### config.mk
export PLATFORM = sky130hd
export DESIGN_NAME = hazard_unit
export DESIGN_NICKNAME = d
export VERILOG_FILES = /design/src/rtl/cpu_types_pkg.sv /design/src/rtl/hazard_unit_sat_counter.sv /design/src/rtl/hazard_unit.sv
export SDC_FILE = /design/constraint.sdc
export NUM_CORES = 1
export LEC_CHECK = 0
export CAP_MARGIN = 0
export CORE_MARGIN = 2
export CORE_UTILIZATION = 35
export DETAILED_ROUTE_END_ITERATION = 8
export SLEW_MARGIN = 30
export SYNTH_ARGS = -nofsm -noshare
export SYNTH_HDL_FRONTEND = slang
export SYNTH_SLANG_ARGS = --single-unit
### constraint.sdc
create_clock -name CLK -period 5.59 [get_ports CLK]
set_input_delay 0.8385 -clock CLK [delete_from_list [all_inputs] [get_ports CLK]]
set_output_delay 0.8385 -clock CLK [all_outputs]
set_load 0.01 [all_outputs]
### src/rtl/cpu_types_pkg.sv
// Shared pipeline-control types: hazard FSM states and the latch control bundle
// driven by the hazard unit.
package cpu_types_pkg;

   typedef enum logic [1:0] {
      RUN      = 2'd0,
      LU_STALL = 2'd1,
      HALTED   = 2'd2
   } hazard_state_t;

   // One bit per PC/latch enable plus the latch flushes; flushes only ever
   // appear together with the matching enable.
   typedef struct packed {
      logic pc_en;
      logic ifid_en;
      logic idex_en;
      logic exmem_en;
      logic memwb_en;
      logic ifid_flush;
      logic idex_flush;
      logic exmem_flush;
   } pipe_ctrl_t;

   localparam pipe_ctrl_t CTRL_FREEZE = '{
      pc_en: 1'b0, ifid_en: 1'b0, idex_en: 1'b0, exmem_en: 1'b0,
      memwb_en: 1'b0, ifid_flush: 1'b0, idex_flush: 1'b0, exmem_flush: 1'b0};

   localparam pipe_ctrl_t CTRL_ADVANCE = '{
      pc_en: 1'b1, ifid_en: 1'b1, idex_en: 1'b1, exmem_en: 1'b1,
      memwb_en: 1'b1, ifid_flush: 1'b0, idex_flush: 1'b0, exmem_flush: 1'b0};

   // Taken branch/jump: squash the two wrong-path instructions behind EX/MEM.
   localparam pipe_ctrl_t CTRL_REDIRECT = '{
      pc_en: 1'b1, ifid_en: 1'b1, idex_en: 1'b1, exmem_en: 1'b1,
      memwb_en: 1'b1, ifid_flush: 1'b1, idex_flush: 1'b1, exmem_flush: 1'b0};

   // Load-use bubble: hold PC and IF/ID, inject a nop into ID/EX.
   localparam pipe_ctrl_t CTRL_BUBBLE = '{
      pc_en: 1'b0, ifid_en: 1'b0, idex_en: 1'b1, exmem_en: 1'b1,
      memwb_en: 1'b1, ifid_flush: 1'b0, idex_flush: 1'b1, exmem_flush: 1'b0};

   // Instruction fetch not ready: hold PC, feed a nop into IF/ID.
   localparam pipe_ctrl_t CTRL_FETCH_WAIT = '{
      pc_en: 1'b0, ifid_en: 1'b1, idex_en: 1'b1, exmem_en: 1'b1,
      memwb_en: 1'b1, ifid_flush: 1'b1, idex_flush: 1'b0, exmem_flush: 1'b0};

   function automatic logic is_load_use(
      input logic       dmem_ren,
      input logic       reg_wen,
      input logic [4:0] dest_rt,
      input logic [4:0] src_rs,
      input logic [4:0] src_rt,
      input logic       uses_rt
   );
      return dmem_ren & reg_wen & (dest_rt != 5'd0) &
             ((dest_rt == src_rs) | (uses_rt & (dest_rt == src_rt)));
   endfunction

endpackage

### src/rtl/hazard_unit_sat_counter.sv
// Saturating up-counter used for the hazard unit performance counters; sticks
// at all-ones instead of wrapping.
module sat_counter #(
   parameter int W = 32
) (
   input  logic         CLK,
   input  logic         nRST,
   input  logic         inc,
   output logic [W-1:0] count
);

   localparam logic [W-1:0] ONE = W'(1);
   localparam logic [W-1:0] MAX = '1;

   logic [W-1:0] count_q, count_d;

   always_comb begin
      count_d = count_q;
      if (inc && (count_q != MAX)) begin
         count_d = count_q + ONE;
      end
   end

   always_ff @(posedge CLK or negedge nRST) begin
      if (!nRST) begin
         count_q <= '0;
      end else begin
         count_q <= count_d;
      end
   end

   assign count = count_q;

endmodule

### src/rtl/hazard_unit.sv
// Pipeline hazard control: load-use bubbles, memory-wait freezes, branch/jump
// redirects and halt, plus saturating stall/flush performance counters.
module hazard_unit
   import cpu_types_pkg::*;
#(
   parameter int LOAD_BUBBLES = 1,
   parameter int CNT_W        = 32
) (
   input  logic             CLK,
   input  logic             nRST,
   input  logic             ihit,
   input  logic             dhit,
   input  logic             exmem_dREN,
   input  logic             exmem_dWEN,
   input  logic [4:0]       ifid_rs,
   input  logic [4:0]       ifid_rt,
   input  logic             ifid_uses_rt,
   input  logic             idex_dMemREN,
   input  logic             idex_regWEN,
   input  logic [4:0]       idex_rt,
   input  logic             redirect,
   input  logic             memwb_halt,
   output logic             pc_en,
   output logic             ifid_en,
   output logic             idex_en,
   output logic             exmem_en,
   output logic             memwb_en,
   output logic             ifid_flush,
   output logic             idex_flush,
   output logic             exmem_flush,
   output logic             halt,
   output logic [CNT_W-1:0] stall_cycles,
   output logic [CNT_W-1:0] flush_events,
   output logic [1:0]       dbg_state
);

   localparam logic [1:0] BUBBLES_AFTER_FIRST = 2'(LOAD_BUBBLES - 1);

   hazard_state_t state_q, state_d;
   logic [1:0]    bcnt_q, bcnt_d;
   pipe_ctrl_t    ctrl;
   logic          mem_busy;
   logic          lu_hit;
   logic          redirect_taken;
   logic          stall_inc;

   assign mem_busy = (exmem_dREN | exmem_dWEN) & ~dhit;
   assign lu_hit   = is_load_use(idex_dMemREN, idex_regWEN, idex_rt,
                                 ifid_rs, ifid_rt, ifid_uses_rt);

   always_comb begin
      state_d        = state_q;
      bcnt_d         = bcnt_q;
      ctrl           = CTRL_FREEZE;
      redirect_taken = 1'b0;
      if (nRST) begin
         unique case (state_q)
            HALTED: begin
               ctrl = CTRL_FREEZE;
            end
            RUN, LU_STALL: begin
               if (memwb_halt) begin
                  state_d = HALTED;
               end else if (mem_busy) begin
                  ctrl = CTRL_FREEZE;
               end else if (redirect) begin
                  // Redirect beats load-use: the dependent instruction is wrong-path.
                  ctrl           = CTRL_REDIRECT;
                  redirect_taken = 1'b1;
                  state_d        = RUN;
                  bcnt_d         = 2'd0;
               end else if (state_q == LU_STALL) begin
                  ctrl = CTRL_BUBBLE;
                  if (bcnt_q <= 2'd1) begin
                     state_d = RUN;
                     bcnt_d  = 2'd0;
                  end else begin
                     bcnt_d = bcnt_q - 2'd1;
                  end
               end else if (lu_hit) begin
                  ctrl = CTRL_BUBBLE;
                  if (LOAD_BUBBLES > 1) begin
                     state_d = LU_STALL;
                     bcnt_d  = BUBBLES_AFTER_FIRST;
                  end
               end else if (!ihit) begin
                  ctrl = CTRL_FETCH_WAIT;
               end else begin
                  ctrl = CTRL_ADVANCE;
               end
            end
            default: begin
               state_d = RUN;
               bcnt_d  = 2'd0;
            end
         endcase
      end
   end

   always_ff @(posedge CLK or negedge nRST) begin
      if (!nRST) begin
         state_q <= RUN;
         bcnt_q  <= 2'd0;
      end else begin
         state_q <= state_d;
         bcnt_q  <= bcnt_d;
      end
   end

   // Memory freezes and the halt-entry cycle count as stalls; halted cycles do not.
   assign stall_inc = nRST & (state_q != HALTED) & ~ctrl.pc_en;

   sat_counter #(.W(CNT_W)) u_stall_cnt (
      .CLK   (CLK),
      .nRST  (nRST),
      .inc   (stall_inc),
      .count (stall_cycles)
   );

   sat_counter #(.W(CNT_W)) u_flush_cnt (
      .CLK   (CLK),
      .nRST  (nRST),
      .inc   (redirect_taken),
      .count (flush_events)
   );

   assign pc_en       = ctrl.pc_en;
   assign ifid_en     = ctrl.ifid_en;
   assign idex_en     = ctrl.idex_en;
   assign exmem_en    = ctrl.exmem_en;
   assign memwb_en    = ctrl.memwb_en;
   assign ifid_flush  = ctrl.ifid_flush;
   assign idex_flush  = ctrl.idex_flush;
   assign exmem_flush = 1'b0;
   assign halt        = (state_q == HALTED);
   assign dbg_state   = state_q;

endmodule

==> flow_summary.toml <==
[synth]
synthFlopType = "dfrtp_1"
synthMuxAreaShare = 0.0140
yosysTopAreaCell = "dfrtp_1"
synth_compound_area_frac = 0.0291
synth_cell_types = 45
synth_xor_area_frac = 0.171
synthArstFlopShare = 1.00
synth_common_cells = "dfrtp_1 (65), xor2_1 (38), nand2_1 (31)"
synthCells = 344
synth_area_per_cell_sq_um = 10.1
synth_area_sq_um = 3480
synth_seq_cells = 65
synth_top_area_frac = 0.467
synth_top_family_by_area = "simple AND/OR/NAND/NOR gates"
yosysWarnings = 0
synthSimpleGateAreaFrac = 0.268
synth_most_common_cell = "dfrtp_1"
synth-edff-count = 0
synthAdderAreaFrac = 0.00718
seq_area_frac_synth = 0.467
ys_top_cells_by_area = "dfrtp_1 (47%), xor2_1 (9.6%), xnor2_1 (7.5%)"

[floorplan]
start_util = 0.358
rows = 36
io_pins = 101
die_w_um = 104
core-area_sq_um = 9730
fp.dieArea_sq_um = 10800
die_height_um = 104

[run]
maxCapViolCount = 0

[detailed_routing]
drt_pass1_iterations = 4
vias_per_cell = 5.00
avgRoutedWirePerCell_um = 14.6
drt_iter0_drc = 127
ant_nets = 0
drc = 0
wl_um = 8430
num_vias = 2894

[worst_setup_path]
required_ns = 4.75
worstSetupPathDepth = 6
critPathLaunch = "idex_rt[1]"
cp_slowest_stage_delay_ns = 0.58
crit_type = "input port to output pin"
crit_fanout = 3
critical_path.top_delay_family = "buffers and inverters"
timing.rr.start = "u_stall_cnt.count[17]"
worstSetupStartpointType = "input port"
crit_path_end = "ifid_flush"
path_cells = "clkdlybuf4s50_1, or4_1, o2111ai_1, o21ai_0, a21oi_1, clkdlybuf4s50_1"
cp_slowest_cell = "or4_1"
r2r_end = "u_stall_cnt.count[1]"
critPathArrivalTime_ns = 3.06
regToRegSetupSlack_ns = 3.11
r2r_cells = 6
cpMostUsedCell = "clkdlybuf4s50_1"
worst-path-buf-inv = 2
crit_path_end_kind = "output pin"

[power_and_ir_drop]
clkPwrFrac = 0.356
combPwrFrac = 0.123
power_frac_seq = 0.521
vdd_ir_drop_max_mv = 0.146
p_int_mw = 0.737
power-per-cell-area_nw_per_um2 = 211
power.switching_mw = 0.254
netSwitchingFraction = 0.256
p_leak_nw = 2.02

[clock_tree]
cts_setup_buffers = 0
cts.sinks = 65
insertion_delay_ns = 0.33
clk_path_buf_depth = 2
clk_pin_slew_worst_paths_ns = 0.07
htreeDepth = 3
cts_tree = "yes"
ctsResizeCount = 0
cts-root-buf = "clkbuf_8"
numCtsBuffers = 9
hold_buffers = 0

[sta]
drv_slew = 0
rsz0062_at_grt = "no"
fin_skew_ns = 0.00908
period_share = 0.698
fin_ws_ns = 1.69
min_period_ns = 3.90
finalSetupTns_ns = 0
setup_viol = 0
worstMarginPinSlew_ns = 0.850
finalHoldViolations = 0
slew_headroom = 0.433
fmax_mhz = 256

[global_routing]
antenna_found_initial = 0
first_global_vias = 2844
grt_pass1_wl_um = 14400
track_usage = 0.163
globalRouteOverflowTotal = 0
grt_max_degree = 67

[place]
port_buffers = 98
dpl.hpwl_um = 6050
place_congestion = 0.792
placed_cell_area_sq_um = 4530
pre_cts_ws_ns = 1.72

[hold_path]
hp-class = "flip-flop to flip-flop"

[final_layout]
syn2layout_area_growth_pct = 34.7
nets = 471
finish.utilization = 0.483
drive_gt1_frac = 0.0695
design_area_sq_um = 4690
diodes = 0

[run_status]
status = "complete, no violations"
[worst min-delay path by stage]
stage,from,endpoint,cells past startpoint
5_1_grt,u_flush_cnt.count[20],u_flush_cnt.count[20],1
3_5_place_dp,u_stall_cnt.count[22],u_stall_cnt.count[22],1
6_report,u_stall_cnt.count[22],u_stall_cnt.count[22],1
4_1_cts,u_flush_cnt.count[20],u_flush_cnt.count[20],1
2_1_floorplan,u_stall_cnt.count[5],u_stall_cnt.count[5],1
3_3_place_gp,u_stall_cnt.count[5],u_stall_cnt.count[5],1
[cell families after synthesis]
group                    count (synthesis)
AO/OA/AOI/OAI                           14
XOR/XNOR                                68
buffers and inverters                   21
multiplexers                             4
other                                    1
flip-flops                              65
adder cells (fa/ha/maj)                  2
AND/OR/NAND/NOR                        169
[flip-flops by register name, indices dropped and copies added, names as in the netlist]
register	cells
u_stall_cnt.count	32
u_flush_cnt.count	32
dbg_state	1
[metal layers]
metal  global-route usage  up-vias  wire length [um]
li1                     -     1399                 -
met1                0.218     1404              3920
met2                0.259       79              4010
met3               0.0453       12               391
met4               0.0492        0               107
met5                    0        -                 0
[final cells by class]
class                           count  area (sq um)
Tap cell                          133           166
Fill cell                         936          5030
Sequential cell                    65          1630
Multi-Input combinational cell    259          1710
Clock buffer                       11           151
Timing Repair Buffer              100           991
Inverter                            8          30.0
Clock inverter                      3          17.5
[per-stage QoR]
| step | hold slack, ns | instances | power (mW) |
|---|---|---|---|
| after floorplan | 0.515 | 345 | 0.568 |
| after global placement | 0.481 | 565 | 0.646 |
| after detailed placement | 0.484 | 565 | 0.647 |
| after CTS | 0.500 | 579 | 1.01 |
| after global routing | 0.510 | 579 | 1.04 |
| final | 0.494 | 579 | 0.991 |
[cells in the final DEF, fill, tap and decap left out, drive strengths merged, types with 3 or more instances in the layout]
cell type	count
and2	5
and3	9
and4	9
buf	3
clkbuf	11
clkdlybuf4s50	97
dfrtp	65
inv	8
mux2	4
nand2	31
nand3	23
nand4	21
nor2	27
nor3	13
nor4	17
o21ai	3
or3	5
or4	3
xnor2	30
xor2	38
[power by group through the flow]
| stage | Clock, mW | Sequential, mW | Combinational [mW] |
|---|---|---|---|
| 2_1_floorplan | 0 | 0.528 | 0.0393 |
| 3_3_place_gp | 0 | 0.524 | 0.121 |
| 3_5_place_dp | 0 | 0.524 | 0.122 |
| 4_1_cts | 0.368 | 0.516 | 0.124 |
| 5_1_grt | 0.387 | 0.520 | 0.134 |
| 6_report | 0.353 | 0.516 | 0.122 |
[worst register-to-register path, stage by stage, from the launching register on]
cell	delay, ns
dfrtp_1	0.47
nand4_2	0.20
or2_1	0.30
or4_4	0.54
nor2_4	0.34
or3_4	0.22
mux2_4	0.29
Power figures use the tool's default switching activity.
